[config.mk]
export PLATFORM = sky130hd
export DESIGN_NAME = adc_scan_master
export DESIGN_NICKNAME = d
export VERILOG_FILES = /design/src/rtl/adc_pkg.sv /design/src/rtl/adc_sclk_tick.sv /design/src/rtl/adc_scan_master.sv
export SDC_FILE = /design/constraint.sdc
export NUM_CORES = 1
export LEC_CHECK = 0
export ABC_AREA = 1
export CAP_MARGIN = 10
export CORE_MARGIN = 1
export CORE_UTILIZATION = 50
export CTS_CLUSTER_SIZE = 14
export DETAILED_ROUTE_END_ITERATION = 10
export PLACE_DENSITY = 0.83
export SETUP_SLACK_MARGIN = 0.5
export SYNTH_ARGS = -nofsm -noshare
export SYNTH_HDL_FRONTEND = slang
export SYNTH_SLANG_ARGS = --single-unit
[constraint.sdc]
create_clock -name clkin -period 2.54 [get_ports clkin]
set_clock_uncertainty 0.05 [all_clocks]
set_input_delay 0.762 -clock clkin [delete_from_list [all_inputs] [get_ports clkin]]
set_output_delay 0.762 -clock clkin [all_outputs]
set_load 0.02 [all_outputs]
[src/rtl/adc_pkg.sv]
// Shared definitions for the SPI ADC scan engine: FSM encoding, default
// parameters and the scan-order helper.
package adc_pkg;

  typedef enum logic [2:0] {
    IDLE,
    SETUP,
    SHIFT_LO,
    SHIFT_HI,
    GAP
  } state_e;

  localparam int DEF_DATA_BITS  = 14;
  localparam int DEF_FRAME_BITS = 16;
  localparam int DEF_CAL_BITS   = 32;
  localparam int DEF_HALF_DIV   = 8;
  localparam int DEF_CHANNELS   = 8;
  localparam int DEF_CH_BITS    = 3;
  localparam int DEF_ADDR_POS   = 2;

  localparam int MAX_CH   = 64;
  localparam int MAX_CH_W = 6;

  // Next enabled channel strictly above cur, wrapping to the lowest; cur if none.
  function automatic logic [MAX_CH_W-1:0] next_channel(input logic [MAX_CH-1:0]   mask,
                                                        input logic [MAX_CH_W-1:0] cur,
                                                        input int                  nch);
    logic [MAX_CH_W-1:0] res;
    logic                found;
    res   = cur;
    found = 1'b0;
    for (int i = 0; i < MAX_CH; i++) begin
      if (!found && i < nch && i > int'(cur) && mask[i]) begin
        res   = MAX_CH_W'(i);
        found = 1'b1;
      end
    end
    for (int i = 0; i < MAX_CH; i++) begin
      if (!found && i < nch && mask[i]) begin
        res   = MAX_CH_W'(i);
        found = 1'b1;
      end
    end
    return res;
  endfunction

endpackage

[src/rtl/adc_sclk_tick.sv]
// SCLK half-period timer: pulses phase_end_o on the last clkin cycle of every
// HALF_DIV-cycle phase; restart_i realigns the phase to start on the next cycle.
module adc_sclk_tick #(
  parameter int HALF_DIV = 8
) (
  input  logic clkin,
  input  logic rst,
  input  logic restart_i,
  output logic phase_end_o
);

  localparam int            CW     = (HALF_DIV > 2) ? $clog2(HALF_DIV) : 1;
  localparam logic [CW-1:0] RELOAD = CW'(HALF_DIV - 1);

  logic [CW-1:0] cnt_q, cnt_d;

  always_comb begin
    phase_end_o = (cnt_q == '0) && !restart_i;
    if (restart_i || cnt_q == '0) cnt_d = RELOAD;
    else                          cnt_d = cnt_q - CW'(1);
  end

  always_ff @(posedge clkin or posedge rst) begin
    if (rst) cnt_q <= RELOAD;
    else     cnt_q <= cnt_d;
  end

endmodule

[src/rtl/adc_scan_master.sv]
// SPI read engine for an address-in-frame multi-channel ADC: single, scan and
// calibration frames; results leave through a valid/ready register with sticky overrun.
module adc_scan_master
  import adc_pkg::*;
#(
  parameter int DATA_BITS  = DEF_DATA_BITS,
  parameter int FRAME_BITS = DEF_FRAME_BITS,
  parameter int CAL_BITS   = DEF_CAL_BITS,
  parameter int HALF_DIV   = DEF_HALF_DIV,
  parameter int CHANNELS   = DEF_CHANNELS,
  parameter int CH_BITS    = DEF_CH_BITS,
  parameter int ADDR_POS   = DEF_ADDR_POS
) (
  input  logic                 clkin,
  input  logic                 rst,
  input  logic                 go,
  input  logic                 calibrate,
  input  logic                 scan,
  input  logic [CH_BITS-1:0]   ch_sel,
  input  logic [CHANNELS-1:0]  ch_mask,
  output logic                 busy,
  output logic [DATA_BITS-1:0] data_o,
  output logic [CH_BITS-1:0]   data_ch,
  output logic                 data_valid,
  input  logic                 data_ready,
  output logic                 overrun,
  output logic                 sclk,
  output logic                 mosi,
  input  logic                 miso,
  output logic                 cs
);

  localparam int                MAXB      = (CAL_BITS > FRAME_BITS) ? CAL_BITS : FRAME_BITS;
  localparam int                CNT_W     = $clog2(MAXB + 1);
  localparam logic [CNT_W-1:0]  LAST_CONV = CNT_W'(FRAME_BITS - 1);
  localparam logic [CNT_W-1:0]  LAST_CAL  = CNT_W'(CAL_BITS - 1);

  state_e               state_q, state_d;
  logic [CNT_W-1:0]     bit_q, bit_d, last_bit;
  logic [CH_BITS-1:0]   ch_q, ch_d, dch_q, dch_d;
  logic [CHANNELS-1:0]  mask_q, mask_d;
  logic                 cal_q, cal_d, scan_q, scan_d, gap_half_q, gap_half_d;
  logic                 post_q, post_d, shift_en, go_acc, phase_end;
  logic [DATA_BITS-1:0] shreg_q, shreg_d, dout_q, dout_d;
  logic                 dvld_q, dvld_d, ovr_q, ovr_d;
  logic                 busy_q, busy_d, cs_q, cs_d, sclk_q, sclk_d, mosi_q, mosi_d;
  logic [MAX_CH_W-1:0]  first_ch, nxt_ch;

  adc_sclk_tick #(.HALF_DIV(HALF_DIV)) u_tick (
    .clkin       (clkin),
    .rst         (rst),
    .restart_i   (go_acc),
    .phase_end_o (phase_end)
  );

  assign first_ch = next_channel(MAX_CH'(ch_mask), MAX_CH_W'(CHANNELS - 1), CHANNELS);
  assign nxt_ch   = next_channel(MAX_CH'(mask_q), MAX_CH_W'(ch_q), CHANNELS);
  assign last_bit = cal_q ? LAST_CAL : LAST_CONV;

  always_comb begin
    state_d    = state_q;
    bit_d      = bit_q;
    ch_d       = ch_q;
    mask_d     = mask_q;
    cal_d      = cal_q;
    scan_d     = scan_q;
    gap_half_d = gap_half_q;
    post_d     = 1'b0;
    shift_en   = 1'b0;
    go_acc     = 1'b0;
    unique case (state_q)
      IDLE: begin
        if (go) begin
          go_acc  = 1'b1;
          cal_d   = calibrate;
          scan_d  = scan && !calibrate;
          mask_d  = ch_mask;
          ch_d    = (scan && !calibrate && ch_mask != '0) ? first_ch[CH_BITS-1:0] : ch_sel;
          bit_d   = '0;
          state_d = SETUP;
        end
      end
      SETUP:    if (phase_end) state_d = SHIFT_LO;
      SHIFT_LO: if (phase_end) state_d = SHIFT_HI;
      SHIFT_HI: begin
        if (phase_end) begin
          shift_en = 1'b1;
          if (bit_q == last_bit) begin
            bit_d  = '0;
            post_d = !cal_q;
            // Live scan input decides whether another frame follows.
            if (scan_q && scan) begin
              state_d    = GAP;
              gap_half_d = 1'b0;
            end else begin
              state_d = IDLE;
            end
          end else begin
            bit_d   = bit_q + CNT_W'(1);
            state_d = SHIFT_LO;
          end
        end
      end
      GAP: begin
        if (phase_end) begin
          if (gap_half_q) begin
            gap_half_d = 1'b0;
            state_d    = SETUP;
            if (mask_q != '0) ch_d = nxt_ch[CH_BITS-1:0];
          end else begin
            gap_half_d = 1'b1;
          end
        end
      end
      default: state_d = IDLE;
    endcase
  end

  always_comb begin
    shreg_d = shift_en ? {shreg_q[DATA_BITS-2:0], miso} : shreg_q;
    busy_d  = (state_d != IDLE);
    cs_d    = (state_d == IDLE) || (state_d == GAP);
    sclk_d  = (state_d == SHIFT_HI);
    mosi_d  = 1'b0;
    if ((state_d == SETUP || state_d == SHIFT_LO || state_d == SHIFT_HI) && !cal_d &&
        int'(bit_d) >= ADDR_POS && int'(bit_d) < ADDR_POS + CH_BITS)
      mosi_d = ch_d[CH_BITS-1-(int'(bit_d)-ADDR_POS)];

    dout_d = dout_q;
    dch_d  = dch_q;
    dvld_d = dvld_q;
    ovr_d  = ovr_q;
    if (dvld_q && data_ready) dvld_d = 1'b0;
    if (go_acc)               ovr_d  = 1'b0;
    if (post_q) begin
      dout_d = shreg_q;
      dch_d  = ch_q;
      dvld_d = 1'b1;
      if (dvld_q && !data_ready) ovr_d = 1'b1;
    end
  end

  always_ff @(posedge clkin or posedge rst) begin
    if (rst) begin
      state_q    <= IDLE;
      bit_q      <= '0;
      ch_q       <= '0;
      mask_q     <= '0;
      cal_q      <= 1'b0;
      scan_q     <= 1'b0;
      gap_half_q <= 1'b0;
      post_q     <= 1'b0;
      shreg_q    <= '0;
      dout_q     <= '0;
      dch_q      <= '0;
      dvld_q     <= 1'b0;
      ovr_q      <= 1'b0;
      busy_q     <= 1'b0;
      cs_q       <= 1'b1;
      sclk_q     <= 1'b0;
      mosi_q     <= 1'b0;
    end else begin
      state_q    <= state_d;
      bit_q      <= bit_d;
      ch_q       <= ch_d;
      mask_q     <= mask_d;
      cal_q      <= cal_d;
      scan_q     <= scan_d;
      gap_half_q <= gap_half_d;
      post_q     <= post_d;
      shreg_q    <= shreg_d;
      dout_q     <= dout_d;
      dch_q      <= dch_d;
      dvld_q     <= dvld_d;
      ovr_q      <= ovr_d;
      busy_q     <= busy_d;
      cs_q       <= cs_d;
      sclk_q     <= sclk_d;
      mosi_q     <= mosi_d;
    end
  end

  assign busy       = busy_q;
  assign data_o     = dout_q;
  assign data_ch    = dch_q;
  assign data_valid = dvld_q;
  assign overrun    = ovr_q;
  assign sclk       = sclk_q;
  assign mosi       = mosi_q;
  assign cs         = cs_q;

endmodule

---- Word-level counts from Yosys, hierarchy flattened ----
Index checks and enable logic that the tools add are counted.
storage, ports and cells
  register bits after elaboration ......... 64
  latch bits .............................. 0
  memory bits (writable) .................. 0
  bits in read-only memories .............. 0
  bits of input ports ..................... 18
  output and inout port bits .............. 23
  logic and storage cells ................. 211
  memories kept ........................... 0
operators by class
  add/subtract/negate cells ............... 4
  $mul .................................... 0
  divide/modulo/power cells ............... 0
  magnitude comparators ................... 10
  equal/unequal tests ..................... 13
  shifts and indexed selects .............. 0
  multiplexer cells ....................... 89
  bitwise logic cells ..................... 0
  reductions and logical operators ........ 77
operator list
  kind                                                           count
  2-to-1 mux 3 bit                                               37
  2-to-1 mux 1 bit                                               43
  logical AND 1 bit                                              37
  logical NOT 1 bit                                              26
  2-to-1 mux 6 bit                                               3
  nonzero test 8 bit                                             2
  one-hot mux 3 bit (5 select lines)                             1
  == test 3 x 2 -> 1 bit (second input constant)                 4
  greater-than comparator 3 bit (first input constant)           4
  one-hot mux 6 bit (2 select lines)                             1
  logical NOT 3 bit                                              3
  < comparator 8 x 4 -> 1 bit (second input constant)            1
  != test 2 bit (second input constant)                          4
  subtractor 3 x 7 -> 8 bit (first input constant)               1
  subtractor 6 x 2 -> 7 bit (second input constant)              1
  adder 6 x 1 -> 6 bit (second input constant)                   1
  == test 3 x 1 -> 1 bit (second input constant)                 2
  == test 3 bit (second input constant)                          2
  == test 6 x 5 -> 1 bit                                         1
  >= comparator 6 x 2 -> 1 bit (second input constant)           1
  greater-than comparator 2 x 3 -> 1 bit (first input constant)  2
  < comparator 6 x 3 -> 1 bit (second input constant)            1
  one-hot mux 3 bit (2 select lines)                             1
  2-to-1 mux 5 bit                                               1
  9 further kinds                                                13

---- Depth between registers and ports, before layout ----
  depth in word-level cells ............... 59
  depth in mapped cells ................... 18
  depth with buffers taken out ............ 18

---- Cells and area by module ----
Synthesis repeated with hierarchy kept, for this count alone.
second synthesis, totals
  cells, all modules ...................... 422
  area total of the unflattened synthesis .. 3,301.9 sq um
by module, submodules not included
  module           times used  cells an instance  area each (sq um)  sequential area each (sq um)
  adc_scan_master  1           403                3,140.5            1,527.7
  adc_sclk_tick    1           19                 161.4              78.8

---- Least setup slack after synthesis ----
No wires, ideal clock.
  path kind ............................... input port to flip-flop
  start point ............................. in go
  end point ............................... reg mosi_q (netlist: mosi)
  arrival ................................. 2.073 ns
  required time ........................... 2.373 ns
  slack ................................... 0.300 ns
  cell stages on the path ................. 13
  path buffers ............................ 0
  cell sequence ........................... nand2_4 > nand2_4 > inv_2 > nand2_2 > inv_2 > nand2_1 > o21ai_2 > inv_1 > ha_1 > nor3_1 > a21oi_1 > nand3b_1 > a21oi_2
on the way
  elaborated cells on any way between the ends .. 35
  those cells by class .................... add/sub (2); order compare (2); eq/ne (3); mux (20); reduce/logical (8)
RTL lines
  item                                                 line                    text
  start, declared                                      adc_scan_master.sv:16   input logic go,
  2-to-1 mux 1 bit                                     adc_scan_master.sv:73   if (go) begin
  2-to-1 mux 1 bit                                     adc_scan_master.sv:71   unique case (state_q)
  logical NOT 1 bit                                    adc_sclk_tick.sv:18     phase_end_o = (cnt_q == '0) && !restart_i;
  logical AND 1 bit                                    adc_sclk_tick.sv:18
  2-to-1 mux 6 bit                                     adc_scan_master.sv:86   if (phase_end) begin
  one-hot mux 6 bit (2 select lines) (*)               adc_scan_master.sv:71
  named net bit_d[0]                                   adc_scan_master.sv:39   logic [CNT_W-1:0] bit_q, bit_d, last_bit;
  subtractor 6 x 2 -> 7 bit                            adc_scan_master.sv:127  mosi_d = ch_d[CH_BITS-1-(int'(bit_d)-ADDR_POS)];
  subtractor 3 x 7 -> 8 bit                            adc_scan_master.sv:127
  binary-select mux 1 bit (select 2 bit)               adc_scan_master.sv:127
  2-to-1 mux 1 bit (implied by the code) (2 in a row)  adc_scan_master.sv:127
  2-to-1 mux 1 bit (*)                                 adc_scan_master.sv:125  if ((state_d == SETUP || state_d == SHIFT_LO || state_d == SHIFT_HI) && !cal_d &&
  named net mosi_d                                     adc_scan_master.sv:46   logic busy_q, busy_d, cs_q, cs_d, sclk_q, sclk_d, mosi_q, mosi_d;
  end signal, assigned                                 adc_scan_master.sv:179  mosi_q <= mosi_d;
  end, declared                                        adc_scan_master.sv:46
The timed path passes the listed nets; every way through them passes the cells marked *. The select of a mux whose other input is x is not followed.
A chain may end at the register's enable or synchronous reset.

---- Worst setup path in the final report ----
  start point ............................. reg u_tick.cnt_q[1]
  end point ............................... reg mosi_q (netlist: mosi)
on the way
  elaborated cells on any way between the ends .. 27
  those cells by class .................... add/sub (2); order compare (2); eq/ne (3); mux (13); reduce/logical (7)
RTL lines
  item                                                 line                    text
  start, declared                                      adc_sclk_tick.sv:15     logic [CW-1:0] cnt_q, cnt_d;
  start signal, assigned                               adc_sclk_tick.sv:25     else cnt_q <= cnt_d;
  logical NOT 3 bit (*)                                adc_sclk_tick.sv:18
  logical AND 1 bit (*)                                adc_sclk_tick.sv:18
  2-to-1 mux 6 bit (*)                                 adc_scan_master.sv:86
  one-hot mux 6 bit (2 select lines) (*)               adc_scan_master.sv:71
  named net bit_d[1]                                   adc_scan_master.sv:39
  subtractor 6 x 2 -> 7 bit                            adc_scan_master.sv:127
  subtractor 3 x 7 -> 8 bit                            adc_scan_master.sv:127
  binary-select mux 1 bit (select 2 bit)               adc_scan_master.sv:127
  2-to-1 mux 1 bit (implied by the code) (2 in a row)  adc_scan_master.sv:127
  2-to-1 mux 1 bit (*)                                 adc_scan_master.sv:125
  named net mosi_d                                     adc_scan_master.sv:46
Marks and branches as above.

==> flow_summary.json <==
{
  "synthTopCellsByArea": "dfrtp_1, nand2_1, o21ai_0",
  "timing.final.ws_setup_ns": 0.262,
  "worst_pin_slew_ns": 0.855,
  "path_class": "reg2reg",
  "dp_hpwl_mm": 5.25,
  "final_common_cell": "nand2_1",
  "io-pin-count": 41,
  "seq_area_frac_synth_pct": 49.7,
  "finalSetupViolCount": 0,
  "worstHoldPathType": "reg2reg",
  "critPathArrivalTime_ns": 2.49,
  "fmax_mhz": 439,
  "syn_avg_cell_area_um2": 7.99,
  "synth_top_area_cell": "dfrtp_1",
  "cp_slowest_cell": "dfstp_2",
  "cts_sinks": 64,
  "row_count": 28,
  "io_buffers": 40,
  "cp_num_buf_inv": 2,
  "cts_tree": "built",
  "gp_congestion": 0.941,
  "cpPeakStageDelay_ns": 0.53,
  "cp_max_fo": 6,
  "report.final.slew_viol_count": 0,
  "vdd_drop_max_mv": 0.725,
  "critPathLaunchType": "flop",
  "layout_common_cells": "nand2_1, dfrtp_1, inv_1, buf_4, o21ai_0",
  "grt_usage_pct": 25.0,
  "yosys_register_bits": 64,
  "fin_nets": 513,
  "max-cap-violations": 0,
  "cts_hold_buf": 0,
  "syn_nets": 427,
  "antenna_found_initial": 0,
  "grt_max_degree": 65,
  "grt_pass1_wl_mm": 12.5,
  "required_ns": 2.76,
  "clk_pin_slew_ns": 0.07,
  "hold_viol_final": 0,
  "grt_pass1_vias": 2786,
  "netlist_area_um2": 3230,
  "core_area_um2": 6060,
  "die_x_um": 82.4,
  "drive_above_1_share_pct": 25.1,
  "layout_min_cycle_time_ns": 2.28,
  "end_kind": "flop",
  "hold_depth": 1,
  "p_per_area_nw_per_um2": 1030,
  "ant_nets": 0,
  "min_from": "u_tick.cnt_q[0]",
  "firstDrtPassIters": 6,
  "via_per_inst": 5.47,
  "r2r_cells": 13,
  "rsz0062_at_grt": "yes",
  "yosysWarnings": 0,
  "critPathTopFamily": "adder cells",
  "totalWireLength_mm": 8.49,
  "post-place-ws_ns": -0.195,
  "die_area_um2": 6780,
  "fin_util_pct": 72.5,
  "clk_latency_ns": 0.34,
  "holdWs_ns": 0.403,
  "cp_cell_sequence": "inv_1 -> ha_2 -> ha_4 -> nand2_4 -> inv_6 -> nand2_8 -> nand2_2 -> o22ai_4 -> ha_4 -> nor3_1 -> a21oi_2 -> nand3b_1 -> a21oi_2",
  "slew_headroom_pct": 42.9,
  "htree_levels": 3,
  "rrSetupSlack_ns": 0.26,
  "ctsRootBufferMaster": "clkbuf_8",
  "numCtsBuffers": 9,
  "synth_cell_types": 33,
  "drt_iter0_drc": 291,
  "drc_errors": 0,
  "syn2layout_area_growth_pct": 36.1,
  "hold_end": "u_tick.cnt_q[0]",
  "netlist_instances": 404,
  "grt_overflow": 0,
  "via_count": 3118,
  "clock_path_buffers": 2,
  "initial_core_util_pct": 53.3,
  "routedWlPerCell_um": 14.9,
  "finalCritPeriodShare_pct": 89.7,
  "timing.rr.start": "u_tick.cnt_q[1]",
  "antennaDiodeCount": 0,
  "synth_top_area_share_pct": 46.5,
  "rr_endpoint": "mosi",
  "status": "completed",
  "path_depth": 13,
  "fp.dieH_um": 82.4,
  "cellLeakagePower_nw": 2.21
}
per-stage QoR:
step | area (µm²) | total power [W] | TNS, ns | instances
3_5_place_dp | 3930 | 0.00302 | -0.236 | 536
5_1_grt | 4390 | 0.00477 | 0 | 570
4_1_cts | 4180 | 0.00411 | 0 | 555
2_1_floorplan | 3260 | 0.00251 | 0 | 404
6_report | 4390 | 0.00451 | 0 | 570
3_3_place_gp | 3930 | 0.00294 | -0.191 | 536
logic make-up (layout without fill, tap and decap cells):
logic type | Yosys count | in the layout | synth area share, %
AND/OR/NAND/NOR | 188 | 188 | 26.5
flip-flops | 64 | 64 | 49.7
XOR/XNOR | 3 | 3 | 0.814
buffers and inverters | 74 | 165 | 8.68
AO/OA/AOI/OAI | 70 | 70 | 12.4
adder cells (fa/ha/maj) | 5 | 5 | 1.94
layer usage:
layer,global-route usage (%),share of wire (%),wire [µm]
met1,29.4,40,3420
met2,41.5,48,4070
met3,5.82,6.1,520
met4,15.3,5.6,474
met5,0,0,0
layout make-up:
cell class              count  area, µm²
inverters                  66        262
flip-flops and latches     64       1610
repair buffers             83        694
well taps                  75       93.8
fillers                   461       1670
multi-input cells         266       1500
clock buffers              11        131
clock inverters             5        105
synth_stat cells:
library cell  instances
nand2_1             117
nor4_1                2
nand3_1              17
clkbuf_1              6
xor2_1                3
nand3b_1              3
nor3_1                4
nand3_2               4
nor2_1               16
a21oi_2               2
inv_1                57
o21ai_2               1
nand4_1               8
o2111ai_1             1
a21oi_1               8
and3_1                1
dfrtp_1              60
o21ai_0              44
nor3_2                1
o21bai_1              1
inv_2                 9
o21ai_1               1
ha_1                  5
a32oi_1               1
o22ai_1               4
dfstp_2               4
buf_2                 2
nor2_2                6
nor2_4                1
o22ai_2               1
nand2_2               6
nand2_4               2
o211ai_1              6
state kept, by name, summed over array words and instances, names as in the netlist, 3 cells and up:
signal	flops
bit_q	6
ch_q	3
data_ch	3
data_o	14
mask_q	8
shreg_q	14
state_q	3
u_tick.cnt_q	3
worst max-delay path by stage:
| stage | slack [ns] | start | to |
|---|---|---|---|
| 5_1_grt | 0.09 | mask_q[1] | mosi |
| 2_1_floorplan | 0.44 | ch_mask[0] | mosi |
| 6_report | 0.26 | u_tick.cnt_q[1] | mosi |
| 4_1_cts | 0.26 | u_tick.cnt_q[0] | mosi |
| 3_5_place_dp | -0.19 | go | mosi |
| 3_3_place_gp | -0.19 | go | mosi |
report_power, final:
part / switching, W / leakage, nW / total [W] / internal, W
combinational: 0.00116 / 1.26 / 0.00197 / 0.000806
sequential: 0.000226 / 0.835 / 0.00149 / 0.00127
clock: 0.000399 / 0.110 / 0.00105 / 0.000653
total: 0.00179 / 2.21 / 0.00451 / 0.00273
repair_timing:
action                                  4_1_cts  5_1_grt
buffers inserted                              3       15
endpoints found under the setup margin       28        6
gates resized for setup                      44       32
endpoints found under the hold margin         0        0
pin swaps                                    12       21
No activity file was read; power rests on OpenSTA's default activity.
